`src/rtl/ahb_pkg.sv`:
```
// Shared AHB-Lite encodings and the default-slave state type for the
// address decoder.
package ahb_pkg;

  localparam logic [1:0] HTRANS_IDLE   = 2'b00;
  localparam logic [1:0] HTRANS_BUSY   = 2'b01;
  localparam logic [1:0] HTRANS_NONSEQ = 2'b10;
  localparam logic [1:0] HTRANS_SEQ    = 2'b11;

  localparam logic RESP_OKAY  = 1'b0;
  localparam logic RESP_ERROR = 1'b1;

  typedef enum logic [1:0] {
    DS_OK   = 2'd0,
    DS_ERR1 = 2'd1,
    DS_ERR2 = 2'd2
  } ds_state_e;

endpackage

```
`src/rtl/ahb_default_slave.sv`:
```
// Built-in default slave: two-cycle ERROR response for unmapped transfers
// plus a saturating count of them.
module ahb_default_slave
  import ahb_pkg::*;
(
  input  logic        HCLK,
  input  logic        HRESET,
  input  logic        hready,
  input  logic        start,
  input  logic        active,
  output logic        ds_ready,
  output logic        ds_resp,
  output logic [15:0] err_count
);

  ds_state_e   state_q;
  logic        ready_q;
  logic        resp_q;
  logic [15:0] err_count_q;
  logic        enter_err;

  // ERR2 already drives HREADY=1, so a new unmapped address phase chains straight into ERR1.
  assign enter_err = hready && start && (state_q == DS_OK || state_q == DS_ERR2);

  always_ff @(posedge HCLK) begin
    if (HRESET) begin
      state_q     <= DS_OK;
      ready_q     <= 1'b1;
      resp_q      <= RESP_OKAY;
      err_count_q <= '0;
    end else if (enter_err) begin
      state_q <= DS_ERR1;
      ready_q <= 1'b0;
      resp_q  <= RESP_ERROR;
      if (err_count_q != 16'hFFFF) begin
        err_count_q <= err_count_q + 16'd1;
      end
    end else begin
      case (state_q)
        DS_ERR1: begin
          if (active) begin
            state_q <= DS_ERR2;
            ready_q <= 1'b1;
            resp_q  <= RESP_ERROR;
          end else begin
            state_q <= DS_OK;
            ready_q <= 1'b1;
            resp_q  <= RESP_OKAY;
          end
        end
        default: begin
          state_q <= DS_OK;
          ready_q <= 1'b1;
          resp_q  <= RESP_OKAY;
        end
      endcase
    end
  end

  assign ds_ready  = ready_q;
  assign ds_resp   = resp_q;
  assign err_count = err_count_q;

endmodule

```
`src/rtl/ahb_slave_decoder.sv`:
```
// AHB-Lite address decoder for NUM_SLAVES equal regions with a registered
// data-phase response mux and a built-in default (error) slave.
module ahb_slave_decoder
  import ahb_pkg::*;
#(
  parameter int unsigned NUM_SLAVES  = 2,
  parameter logic [31:0] BASE_ADDR   = 32'h0000_0000,
  parameter logic [31:0] REGION_SIZE = 32'h0000_1400
) (
  input  logic                     HCLK,
  input  logic                     HRESET,
  input  logic [31:0]              HADDR,
  input  logic [1:0]               HTRANS,
  output logic [NUM_SLAVES-1:0]    HSEL,
  input  logic [NUM_SLAVES*32-1:0] HRDATA_S,
  input  logic [NUM_SLAVES-1:0]    HREADYOUT_S,
  input  logic [NUM_SLAVES-1:0]    HRESP_S,
  output logic [31:0]              HRDATA,
  output logic                     HREADY,
  output logic                     HRESP,
  output logic [15:0]              err_count
);

  localparam int unsigned IDX_W = (NUM_SLAVES > 1) ? $clog2(NUM_SLAVES) : 1;

  logic [NUM_SLAVES-1:0] hsel_dec;
  logic [IDX_W-1:0]      dec_idx;
  logic                  mapped;
  logic                  xfer;
  logic                  start;
  logic [IDX_W-1:0]      dsel_idx_q;
  logic                  dsel_def_q;
  logic                  ds_ready;
  logic                  ds_resp;

  // Region bounds are 33 bits wide so the top region's end cannot wrap to zero.
  always_comb begin
    logic [32:0] addr_ext;
    logic [32:0] lo;
    logic [32:0] hi;
    addr_ext = {1'b0, HADDR};
    lo       = '0;
    hi       = '0;
    hsel_dec = '0;
    dec_idx  = '0;
    for (int i = 0; i < NUM_SLAVES; i++) begin
      lo = {1'b0, BASE_ADDR} + 33'(i) * {1'b0, REGION_SIZE};
      hi = lo + {1'b0, REGION_SIZE};
      if (addr_ext >= lo && addr_ext < hi) begin
        hsel_dec[i] = 1'b1;
        dec_idx     = IDX_W'(i);
      end
    end
  end

  assign HSEL   = hsel_dec;
  assign mapped = |hsel_dec;
  assign xfer   = (HTRANS == HTRANS_NONSEQ) || (HTRANS == HTRANS_SEQ);
  assign start  = !mapped && xfer;

  always_ff @(posedge HCLK) begin
    if (HRESET) begin
      dsel_idx_q <= '0;
      dsel_def_q <= 1'b1;
    end else if (HREADY) begin
      dsel_idx_q <= dec_idx;
      dsel_def_q <= !mapped;
    end
  end

  ahb_default_slave u_default_slave (
    .HCLK      (HCLK),
    .HRESET    (HRESET),
    .hready    (HREADY),
    .start     (start),
    .active    (dsel_def_q),
    .ds_ready  (ds_ready),
    .ds_resp   (ds_resp),
    .err_count (err_count)
  );

  always_comb begin
    HRDATA = '0;
    HREADY = ds_ready;
    HRESP  = ds_resp;
    if (!dsel_def_q) begin
      for (int i = 0; i < NUM_SLAVES; i++) begin
        if (dsel_idx_q == IDX_W'(i)) begin
          HRDATA = HRDATA_S[32*i +: 32];
          HREADY = HREADYOUT_S[i];
          HRESP  = HRESP_S[i];
        end
      end
    end
  end

endmodule

```
`config.mk`:
```
export PLATFORM = sky130hd
export DESIGN_NAME = ahb_slave_decoder
export DESIGN_NICKNAME = d
export VERILOG_FILES = /design/src/rtl/ahb_pkg.sv /design/src/rtl/ahb_default_slave.sv /design/src/rtl/ahb_slave_decoder.sv
export SDC_FILE = /design/constraint.sdc
export NUM_CORES = 1
export LEC_CHECK = 0
export ABC_AREA = 1
export BUFFER_PORTS_ARGS = -buffer_cell sky130_fd_sc_hd__buf_2
export CORE_MARGIN = 4
export CORE_UTILIZATION = 40
export CTS_BUF_LIST = sky130_fd_sc_hd__clkbuf_16
export CTS_CLUSTER_DIAMETER = 200
export DETAILED_ROUTE_END_ITERATION = 8
export PLACE_DENSITY = 0.86
export SLEW_MARGIN = 30
export SYNTH_ARGS = -nofsm -noshare
export SYNTH_HDL_FRONTEND = slang
export SYNTH_SLANG_ARGS = --single-unit
```
`constraint.sdc`:
```
create_clock -name HCLK -period 4 [get_ports HCLK]
set_clock_uncertainty 0.05 [all_clocks]
set_input_delay 0.4 -clock HCLK [delete_from_list [all_inputs] [get_ports HCLK]]
set_output_delay 0.4 -clock HCLK [all_outputs]
set_load 0.005 [all_outputs]
```
==> impl_metrics.json <==
{
  "clock-root-buffer": "clkbuf_16",
  "rsz0062_at_grt": "no",
  "ios": 156,
  "relSlewSlack_pct": 46.3,
  "worstMarginPinSlew_ps": 805,
  "nNetsFinal": 531,
  "rr_worst_depth": 7,
  "r2r_start": "dsel_idx_q",
  "cts_num_sinks": 22,
  "status": "finished clean",
  "max_cap_violations": 0,
  "drt-pass1-iter-count": 4,
  "post_synth_instance_area_um2": 1700,
  "grt_max_degree": 35,
  "cp_cell_sequence": "buf_4 -> clkinv_4 -> a21oi_2 -> a21oi_4 -> buf_2",
  "dieHeight_um": 73.2,
  "pre_cts_slack_ps": 1740,
  "cts.htree.levels": 1,
  "crit_slowest_cell": "dfxtp_1",
  "grt_pass1_vias": 2064,
  "grt_usage_pct": 20.6,
  "synthTopCellsByArea": "dfxtp_1, nor2_1, nand2_1",
  "finalWirelength_mm": 5.81,
  "grt_first_pass_wirelength_mm": 9.01,
  "drive_gt1_share_pct": 37.2,
  "drc": 0,
  "postCtsSetupBuffers": 0,
  "synthToLayoutAreaGrowth_pct": 48.3,
  "setup_slack_ps": 1590,
  "vdd_drop_max_v": 0.000242,
  "p_int_uw": 485,
  "start_util_pct": 41.9,
  "seq_power_share_pct": 36.5,
  "cts_tree": "yes",
  "cp_max_fo": 34,
  "slowest_delay_ps": 670,
  "cts_buffers": 3,
  "avgSynthCellArea_um2": 5.84,
  "diodes": 0,
  "worst-setup-path-type": "reg -> out",
  "gp_congestion": 0.838,
  "r2r_slack_ps": 1710,
  "power.density_nw_per_um2": 253,
  "min_period_over_period_pct": 60.2,
  "end_kind": "output pin",
  "ys_warn_count": 0,
  "cts_resized": 0,
  "cts_max_path_buffers": 2,
  "clk-insertion-delay-late_ps": 260,
  "p_comb_share_pct": 20.0,
  "hold_depth": 1,
  "drt-initial-drc-count": 98,
  "grt_antenna_before_repair": 0,
  "holdBufCountCts": 0,
  "switching_share_pct": 23.9,
  "hold_path_end": "u_default_slave.state_q[1]",
  "p_switching_uw": 152,
  "synth_top_area_share_pct": 25.9,
  "numPortBuffers": 144,
  "slew_viol_final": 0,
  "wl_per_cell_um": 12.2,
  "gr-total-overflow": 0,
  "min_path_type": "reg -> reg",
  "syn-num-nets": 396,
  "leakage_nw": 1.34,
  "synth_top_area_cell": "dfxtp_1",
  "r2r_end": "u_default_slave.err_count[6]",
  "ant_nets": 0,
  "period_minus_slack_ps": 2410,
  "critPathRequiredTime_ps": 3550,
  "tns_ps": 0,
  "worstSetupStartpoint": "dsel_idx_q",
  "core_area_um2": 4060,
  "postSynthCellCount": 291,
  "row_count": 23,
  "via_per_inst": 4.82,
  "ys_types": 23,
  "dp.final_hpwl_mm": 4.55,
  "clk_pin_slew_worst_paths_ps": 60,
  "yosysSeqAreaShare_pct": 25.9,
  "max_freq_mhz": 415,
  "setup_viol": 0,
  "die_area_um2": 5350,
  "vias": 2289,
  "fin_util_pct": 62.1,
  "cp-start-kind": "flip-flop",
  "synth_seq_cells": 22,
  "clkPwrFrac_pct": 43.5,
  "worst-endpoint-arrival_ps": 1960,
  "die_w_um": 73.2,
  "hold_viol_final": 0,
  "min-delay-start": "u_default_slave.state_q[1]"
}
[cells in the final DEF, fill, tap and decap left out]
cell / synthesis / layout
a21oi_1: 20 / 20
a21oi_2: 1 / 1
a21oi_4: 1 / 1
buf_2: 0 / 144
buf_4: 3 / 1
bufinv_16: 0 / 1
clkbuf_16: 0 / 3
clkinv_4: 1 / 1
dfxtp_1: 22 / 22
ha_1: 1 / 1
inv_1: 12 / 12
nand2_1: 56 / 56
nand3_1: 8 / 8
nand3_2: 2 / 2
nand4_1: 4 / 4
nand4_2: 1 / 1
nor2_1: 92 / 92
nor2_4: 2 / 2
nor3_1: 4 / 4
o21ai_0: 34 / 34
or2_1: 1 / 1
or2_2: 1 / 1
xnor2_1: 5 / 5
xor2_1: 8 / 8
[per-layer routing]
metal	GRT usage [%]	share of wire, %	vias up	routed length (um)
li1	-	-	1201	-
met1	21.8	35	988	2050
met2	39.3	52	89	3040
met3	4.68	10	11	602
met4	7.17	2.0	0	118
met5	0	0	-	0
[worst max-delay path by stage]
| stage | endpoint | slack (ps) |
|---|---|---|
| after global placement | u_default_slave.err_count[14] | 1820 |
| final | HREADY | 1590 |
| after detailed placement | u_default_slave.err_count[7] | 1740 |
| after global routing | HREADY | 1430 |
| after floorplan | u_default_slave.err_count[0] | 2370 |
| after CTS | HREADY | 1570 |
[synth_stat cells, drive strengths merged]
library cell,number
ha,1
nand2,56
a21oi,22
xor2,8
nor2,94
or2,2
buf,4
dfxtp,22
nand3,10
nor3,4
inv,12
xnor2,5
clkbuf,11
clkinv,1
o21ai,34
nand4,5
[kinds of logic after synthesis]
group                    after synthesis  synth area share, %
AO/OA/AOI/OAI                         56                 17.4
XOR/XNOR                              13                 6.70
adder cells (fa/ha/maj)                1                0.736
buffers and inverters                 28                 7.58
flip-flops                            22                 25.9
AND/OR/NAND/NOR                      171                 41.7
[worst max-delay path: cells and delay by family, from the launching register on]
kind                   cells  cell delay [ps]
buffers and inverters      3              680
flip-flops                 1              670
AO/OA/AOI/OAI              2              340
[power by group through the flow]
stage	combinational [mW]	clock [mW]	sequential, mW
finish	0.127	0.277	0.233
global route	0.144	0.294	0.234
CTS	0.128	0.282	0.233
detailed placement	0.128	0	0.238
global placement	0.125	0	0.237
floorplan	0.0652	0	0.234
[metrics by stage]
stage / hold WS [ps] / instances / instance area [um^2] / power (mW)
floorplan: 331 / 291 / 1700 / 0.299
global placement: 340 / 471 / 2410 / 0.362
finish: 349 / 475 / 2520 / 0.636
detailed placement: 343 / 471 / 2410 / 0.365
CTS: 351 / 475 / 2520 / 0.643
global route: 383 / 475 / 2520 / 0.671
[cell type report]
class / instances / area, um^2
fillers: 397 / 1540
multi-input cells: 241 / 1130
repair buffers: 145 / 728
flip-flops and latches: 22 / 440
clock buffers: 3 / 75.1
well taps: 50 / 62.6
inverters: 13 / 53.8
clock inverters: 1 / 30.0
[state kept, by name, indices dropped and copies added, names as in the netlist]
register / flops
dsel_idx_q: 1
dsel_def_q: 1
u_default_slave.err_count: 16
u_default_slave.state_q: 2
u_default_slave.ds_ready: 1
u_default_slave.ds_resp: 1
Power figures use the tool's default switching activity.
